### config.mk
export PLATFORM = sky130hd
export DESIGN_NAME = instr_prefetch
export DESIGN_NICKNAME = d
export VERILOG_FILES = /design/src/rtl/instr_prefetch.sv
export SDC_FILE = /design/constraint.sdc
export NUM_CORES = 1
export LEC_CHECK = 0
export BUFFER_PORTS_ARGS = -buffer_cell sky130_fd_sc_hd__buf_4
export CAP_MARGIN = 10
export CORE_MARGIN = 10
export CORE_UTILIZATION = 45
export DETAILED_ROUTE_END_ITERATION = 8
export HOLD_SLACK_MARGIN = 0.02
export PLACE_DENSITY = 0.68
export SYNTH_ARGS = -nofsm -noshare
export SYNTH_HDL_FRONTEND = slang
export SYNTH_SLANG_ARGS = --single-unit
### constraint.sdc
create_clock -name clk -period 6.6 [get_ports clk]
set_clock_uncertainty 0.15 [all_clocks]
set_input_delay 0.66 -clock clk [delete_from_list [all_inputs] [get_ports clk]]
set_output_delay 0.66 -clock clk [all_outputs]
set_load 0.02 [all_outputs]
### src/rtl/instr_prefetch.sv
// Instruction prefetch: owns the fetch PC, issues 1-cycle imem reads and queues {pc, instr} for decode.
// Optional IFETCH_STATS_EN adds fetch_count / flush_count statistics ports.
`timescale 1ns/1ps
module instr_prefetch #(
  parameter int ADDR_W = 8,
  parameter int DATA_W = 8,
  parameter int DEPTH  = 4,
  parameter logic [ADDR_W-1:0] RESET_PC = '0
) (
  input  logic              clk,
  input  logic              rst_n,
  output logic              imem_req,
  output logic [ADDR_W-1:0] imem_addr,
  input  logic [DATA_W-1:0] imem_data,
  input  logic              redirect,
  input  logic [ADDR_W-1:0] redirect_pc,
  output logic              instr_valid,
  input  logic              instr_ready,
  output logic [DATA_W-1:0] instr,
  output logic [ADDR_W-1:0] instr_pc,
  output logic              halt
`ifdef IFETCH_STATS_EN
  ,
  output logic [15:0]       fetch_count,
  output logic [7:0]        flush_count
`endif
);

  localparam int PW = $clog2(DEPTH);
  localparam int CW = PW + 1;

  typedef enum logic [1:0] {
    S_RUN  = 2'd0,
    S_STOP = 2'd1
  } state_t;

  state_t            r_state;
  logic [ADDR_W-1:0] r_fetch_pc;
  logic              r_pending;
  logic [PW-1:0]     r_rd_ptr;
  logic [PW-1:0]     r_wr_ptr;
  logic [CW-1:0]     r_count;
  logic [DATA_W-1:0] r_mem_instr [DEPTH];
  logic [ADDR_W-1:0] r_mem_pc    [DEPTH];

  logic              w_empty;
  logic [CW:0]       w_credit;
  logic              w_issue;
  logic              w_push;
  logic              w_pop;
  logic              w_halt_op;

  // Credit check counts the in-flight response so a request always has a slot waiting.
  assign w_empty   = (r_count == '0);
  assign w_credit  = {1'b0, r_count} + {{CW{1'b0}}, r_pending};
  assign w_issue   = rst_n & (r_state == S_RUN) & ~redirect & (w_credit < (CW+1)'(DEPTH));
  assign w_push    = r_pending & ~redirect;
  assign w_pop     = instr_valid & instr_ready;
  assign w_halt_op = (imem_data == '0);

  assign imem_req    = w_issue;
  assign imem_addr   = r_fetch_pc;
  assign instr_valid = ~w_empty & ~redirect;
  assign instr       = w_empty ? '0 : r_mem_instr[r_rd_ptr];
  assign instr_pc    = w_empty ? '0 : r_mem_pc[r_rd_ptr];
  assign halt        = instr_valid & (instr == '0);

  // Queue storage: payload only, occupancy is tracked by the control registers.
  always_ff @(posedge clk) begin
    if (w_push) begin
      r_mem_instr[r_wr_ptr] <= imem_data;
      r_mem_pc[r_wr_ptr]    <= r_fetch_pc - ADDR_W'(1);
    end
  end

  always_ff @(posedge clk or negedge rst_n) begin
    if (!rst_n) begin
      r_state    <= S_RUN;
      r_fetch_pc <= RESET_PC;
      r_pending  <= 1'b0;
      r_rd_ptr   <= '0;
      r_wr_ptr   <= '0;
      r_count    <= '0;
    end else if (redirect) begin
      r_state    <= S_RUN;
      r_fetch_pc <= redirect_pc;
      r_pending  <= 1'b0;
      r_rd_ptr   <= '0;
      r_wr_ptr   <= '0;
      r_count    <= '0;
    end else begin
      r_pending <= w_issue;
      if (w_issue) r_fetch_pc <= r_fetch_pc + ADDR_W'(1);
      if (w_push) begin
        r_wr_ptr <= r_wr_ptr + PW'(1);
        if (w_halt_op) r_state <= S_STOP;
      end
      if (w_pop) r_rd_ptr <= r_rd_ptr + PW'(1);
      case ({w_push, w_pop})
        2'b10:   r_count <= r_count + CW'(1);
        2'b01:   r_count <= r_count - CW'(1);
        default: r_count <= r_count;
      endcase
    end
  end

`ifdef IFETCH_STATS_EN
  logic [15:0] r_fetch_count;
  logic [7:0]  r_flush_count;

  always_ff @(posedge clk or negedge rst_n) begin
    if (!rst_n) begin
      r_fetch_count <= '0;
      r_flush_count <= '0;
    end else begin
      if (w_push) r_fetch_count <= r_fetch_count + 16'd1;
      if (redirect && (!w_empty || r_pending) && (r_flush_count != 8'hFF))
        r_flush_count <= r_flush_count + 8'd1;
    end
  end

  assign fetch_count = r_fetch_count;
  assign flush_count = r_flush_count;
`endif

endmodule
==> impl_metrics.py, run 1 <==
metrics = {
    "run_status": {
        "status": "completed",
    },
    "power_and_ir_drop": {
        "ir_worst_vdd_mv": 0.129,
        "powerDensity_mw_per_mm2": 356,
        "total_power_w": 0.00151,
        "leakage_nw": 1.56,
    },
    "cts": {
        "post_cts_buffers": 0,
        "insertion_delay_ns": 0.34,
        "cts_root_buf": "clkbuf_8",
        "cts_tree": "done",
        "cts_buffers": 9,
        "cts_hold_repair.buffers": 0,
        "cts_buffer_depth": 2,
        "cts_resized": 0,
        "path_clk_slew_ns": 0.08,
        "htree_levels": 3,
        "clock_sinks": 81,
    },
    "drt": {
        "wl_um": 6650,
        "wire_per_inst_um": 17.4,
        "drt-pass1-iter-count": 4,
        "ant_nets": 0,
        "drt-vias-per-instance": 5.26,
        "drtIter0Drc": 60,
        "vias": 2014,
        "remaining_drc_errors": 0,
    },
    "grt": {
        "grt_overflow_total": 0,
        "grt_max_degree": 24,
        "grt_pass1_wl_um": 10900,
        "antenna_found_initial": 0,
        "grt_pass1_vias": 2176,
        "gr-usage-all-layers_pct": 11.9,
    },
    "layout": {
        "seqCellArea_mm2": 0.00235,
        "nNetsFinal": 303,
        "area_delta_synth_final_pct": 19.3,
        "nFillCells": 642,
        "drive_gt1_share_pct": 28.5,
        "finalNonFillerCells": 383,
        "multiInputGateArea_mm2": 0.00112,
        "antenna_cells": 0,
    },
    "yosys": {
        "netlist_top_cells_count": "edfxtp_1, dfrtp_1, nor2b_1, mux4_2, nor2_1",
        "ys_ff_latch": 81,
        "async_reset_ff_share_pct": 21.0,
        "yosysMostFrequentCell": "edfxtp_1",
        "syn_area_mm2": 0.00355,
        "avgSynthCellArea_um2": 15.6,
        "synthCells": 227,
        "synth-edff-count": 64,
        "synth_cell_type_count": 37,
        "yosysSeqAreaShare_pct": 66.2,
        "synth_flop_cell": "edfxtp_1",
        "synthTopCellsByArea": "edfxtp_1, dfrtp_1, mux4_2",
        "synth_warnings": 0,
        "synth.top_cell.area_share_pct": 54.2,
        "synth_top_area_cell": "edfxtp_1",
        "synthesis.nets": 254,
    },
    "sta": {
        "period_needed_ns": 3.68,
        "setup_violations": 0,
        "slew_viol_final": 0,
        "fmax_ghz": 0.272,
        "tns_ns": 0,
        "relSlewSlack_pct": 33.9,
        "rsz0062_at_grt": "no",
        "min_period_over_period_pct": 55.8,
        "hold_viol": 0,
        "worst_pin_slew_ns": 0.991,
    },
    "critical_path": {
        "arrival_ns": 2.87,
        "required_ns": 5.79,
        "end_kind": "output pin",
        "cp-start-kind": "flip-flop",
        "crit_type": "reg -> out",
        "critPathMaxFanout": 17,
    },
    "run": {
        "cap_violations": 0,
    },
    "floorplanning": {
        "die_y_um": 109,
        "rows": 32,
        "core_area_mm2": 0.00769,
        "die-area_mm2": 0.0118,
        "initial_core_util_pct": 46.1,
        "top_level_ports": 47,
        "die_x_um": 109,
    },
    "placed_design": {
        "placed_cells": 367,
        "gpl.final_weighted_congestion": 0.744,
        "port_buffers": 46,
        "dp_hpwl_um": 4620,
    },
    "hold_path": {
        "hp-class": "in -> async",
    },
}
[registers in the layout, indices dropped and copies added (netlist names)]
signal and flops:
r_count 3, r_mem_pc 32, r_state 1, r_pending 1, r_mem_instr 32, r_wr_ptr 2
imem_addr 8, r_rd_ptr 2
[layout make-up]
| type | count | share of cell area [%] |
|---|---|---|
| clock buffers | 10 | 3.02 |
| clock inverters | 6 | 2.72 |
| inverters | 11 | 0.976 |
| multi-input cells | 126 | 26.4 |
| flip-flops and latches | 81 | 55.5 |
| well taps | 102 | 3.02 |
| repair buffers | 47 | 8.34 |
[cell families after synthesis]
logic type,after synthesis,synth area share (%)
compound gates,19,3.92
fa+ha+maj,7,2.68
xor+xnor,11,2.72
flops,81,66.2
buf+inv,20,2.43
simple gates,71,11.1
mux,18,10.9
[critical path, stage by stage (launching register included)]
cell and delay [ns]:
dfrtp_1 1.00, mux4_2 0.60, or4_1 0.53, nor4_2 0.22
buf_4 0.18
[cells in the final DEF, fill, tap and decap left out, types with 6 or more instances in the layout]
cell type / n
buf_4: 47
clkbuf_8: 9
dfrtp_1: 17
edfxtp_1: 64
ha_1: 6
inv_1: 11
mux4_2: 14
nand2_1: 11
nor2_1: 13
nor2b_1: 17
xnor2_1: 6
[routing by layer]
metal / routed length, µm / GRT usage, % / vias to the layer above
met5: 0 / 0 / -
met4: 133 / 6.21 / 0
met3: 359 / 3.13 / 10
met2: 3200 / 18.7 / 52
met1: 2950 / 14.8 / 997
li1: - / - / 955
[path summary, 6_finish.rpt]
kind | startpoint | to | slack, ns | cells past startpoint
setup / recovery | r_rd_ptr[0] | halt | 2.92 | 4
hold / removal | rst_n | imem_addr[4] | 0.03 | 1
setup reg to reg | r_count[0] | r_count[2] | 4.47 | 7
hold reg to reg | r_state[0] | r_state[0] | 0.39 | 2
max in group asynchronous | rst_n | r_wr_ptr[1] | 6.07 | 1
min in group clk | imem_data[7] | r_mem_instr[2][7] | 0.38 | 1
[report_power, final]
| group | switching, W | total, W | internal (W) |
|---|---|---|---|
| sequential | 0.0000529 | 0.000650 | 0.000597 |
| combinational | 0.000238 | 0.000429 | 0.000191 |
| clock | 0.000175 | 0.000429 | 0.000253 |
[metrics by stage]
stage	setup WS [ns]	hold slack, ns	instance area (µm²)	util [%]
after floorplan	3.76	0.214	3550	-
after global placement	3.23	0.379	3990	51.9
after detailed placement	3.21	0.382	3990	51.9
after CTS	2.84	0.0251	4230	55.0
after global routing	2.64	0.0277	4230	55.0
final	2.92	0.0278	4230	55.0
No activity file was read; power rests on OpenSTA's default activity.
==> run 2: changes to the inputs <==
- PLACE_DENSITY: 0.68 -> 0.7
- clock period: 6.6 -> 3 ns (I/O delays scaled with it)
==> impl_metrics.py, run 2 (synthesized netlist as in run 1, its figures left out) <==
metrics = {
    "sta": {
        "rsz0062_at_grt": "no",
        "worst_pin_slew_ns": 0.680,
        "fmax_ghz": 0.356,
        "setup_violations": 0,
        "min_period_over_period_pct": 93.8,
        "hold_viol": 0,
        "tns_ns": 0,
        "slew_viol_final": 0,
        "relSlewSlack_pct": 54.3,
        "period_needed_ns": 2.81,
    },
    "placed_design": {
        "gpl.final_weighted_congestion": 0.770,
        "port_buffers": 46,
        "placed_cells": 374,
        "dp_hpwl_um": 4630,
    },
    "layout": {
        "final_cell_mix": "edfxtp_1, buf_4, nor2b_1, dfrtp_1, mux4_2",
        "nFillCells": 635,
        "seqCellArea_mm2": 0.00235,
        "drive_gt1_share_pct": 28.8,
        "area_delta_synth_final_pct": 21.8,
        "final_common_cell": "edfxtp_1",
        "multiInputGateArea_mm2": 0.00112,
        "antenna_cells": 0,
        "nNetsFinal": 321,
        "finalNonFillerCells": 401,
    },
    "critical_path": {
        "end_kind": "output pin",
        "max_stage_delay_ns": 0.55,
        "cp-start-kind": "flip-flop",
        "worst-path-buf-inv": 2,
        "cp_slowest_cell": "or4_1",
        "path_common_cell": "buf_4",
        "critPathMaxFanout": 12,
        "required_ns": 2.55,
        "cp_top_family": "simple AND/OR/NAND/NOR gates",
        "crit_chain": "buf_4 -> mux4_2 -> or4_1 -> nor4_2 -> buf_4",
        "arrival_ns": 2.36,
        "crit_type": "reg -> out",
    },
    "cts": {
        "cts_root_buf": "clkbuf_8",
        "cts_buffer_depth": 2,
        "insertion_delay_ns": 0.34,
        "cts_tree": "done",
        "clock_sinks": 81,
        "htree_levels": 3,
        "cts_buffers": 9,
        "path_clk_slew_ns": 0.08,
    },
    "grt": {
        "antenna_found_initial": 0,
        "grt_pass1_wl_um": 11200,
        "grt_pass1_vias": 2101,
        "grt_max_degree": 24,
        "grt_overflow_total": 0,
        "gr-usage-all-layers_pct": 12.4,
    },
    "power_and_ir_drop": {
        "powerDensity_mw_per_mm2": 711,
        "leakage_nw": 1.60,
        "ir_worst_vdd_mv": 0.262,
    },
    "run": {
        "cap_violations": 0,
    },
    "floorplanning": {
        "die-area_mm2": 0.0118,
        "rows": 32,
        "core_area_mm2": 0.00769,
        "initial_core_util_pct": 46.1,
        "die_y_um": 109,
        "die_x_um": 109,
        "top_level_ports": 47,
    },
    "drt": {
        "wl_um": 6750,
        "remaining_drc_errors": 0,
        "drtIter0Drc": 87,
        "drt-pass1-iter-count": 4,
        "drt-vias-per-instance": 5.18,
        "ant_nets": 0,
        "vias": 2078,
        "wire_per_inst_um": 16.8,
    },
    "hold_path": {
        "hp-class": "in -> reg",
    },
    "run_status": {
        "status": "completed",
    },
}
-- run 2: layout make-up --
cell class | instances | area share, %
sequential | 81 | 54.4
multi-input combinational | 126 | 26.0
timing repair buffer | 65 | 11.9
clock buffer | 10 | 2.96
tap | 102 | 2.96
inverter | 11 | 0.956
clock inverter | 6 | 0.811
-- run 2: final timing paths --
kind / from / end / slack, ns / depth (start not counted)
min in group asynchronous: rst_n / imem_addr[4] / 0.21 / 2
hold reg to reg: r_state[0] / r_state[0] / 0.42 / 2
setup / recovery: r_rd_ptr[0] / halt / 0.19 / 5
max in group asynchronous: rst_n / r_count[1] / 2.28 / 2
hold / removal: redirect_pc[6] / imem_addr[6] / 0.04 / 2
setup reg to reg: r_count[0] / r_count[2] / 0.98 / 6
-- run 2: stage by stage --
step	utilization [%]	area [µm²]	total power [W]	worst slack [ns]	hold slack, ns
6_report	56.2	4320	0.00307	0.187	0.0357
5_1_grt	56.2	4320	0.00326	0.0422	0.0222
4_1_cts	56.0	4300	0.00311	0.132	0.0214
3_5_place_dp	52.5	4040	0.00244	0.515	0.0376
3_3_place_gp	52.5	4040	0.00243	0.538	0.0304
2_1_floorplan	-	3550	0.00203	0.476	-0.146
-- run 2: report_power, final --
| part | internal, W | total (W) | switching (W) |
|---|---|---|---|
| Clock | 0.000293 | 0.000662 | 0.000369 |
| Combinational | 0.000443 | 0.00101 | 0.000565 |
| Sequential | 0.00131 | 0.00140 | 0.0000870 |
| Total | 0.00205 | 0.00307 | 0.00102 |
-- run 2: repair_timing --
action | 4_1_cts | 5_1_grt
endpoints found under the setup margin | 0 | 1
buffers inserted | 0 | 0
endpoints found under the hold margin | 45 | 4
gates resized for setup | 0 | 1
hold buffers | 10 | 1
-- run 2: per-layer routing --
layer	track usage, %	part of all wire [%]
met4	6.03	1.9
met5	0	0
met1	15.4	43
met3	3.13	4.6
met2	19.9	50
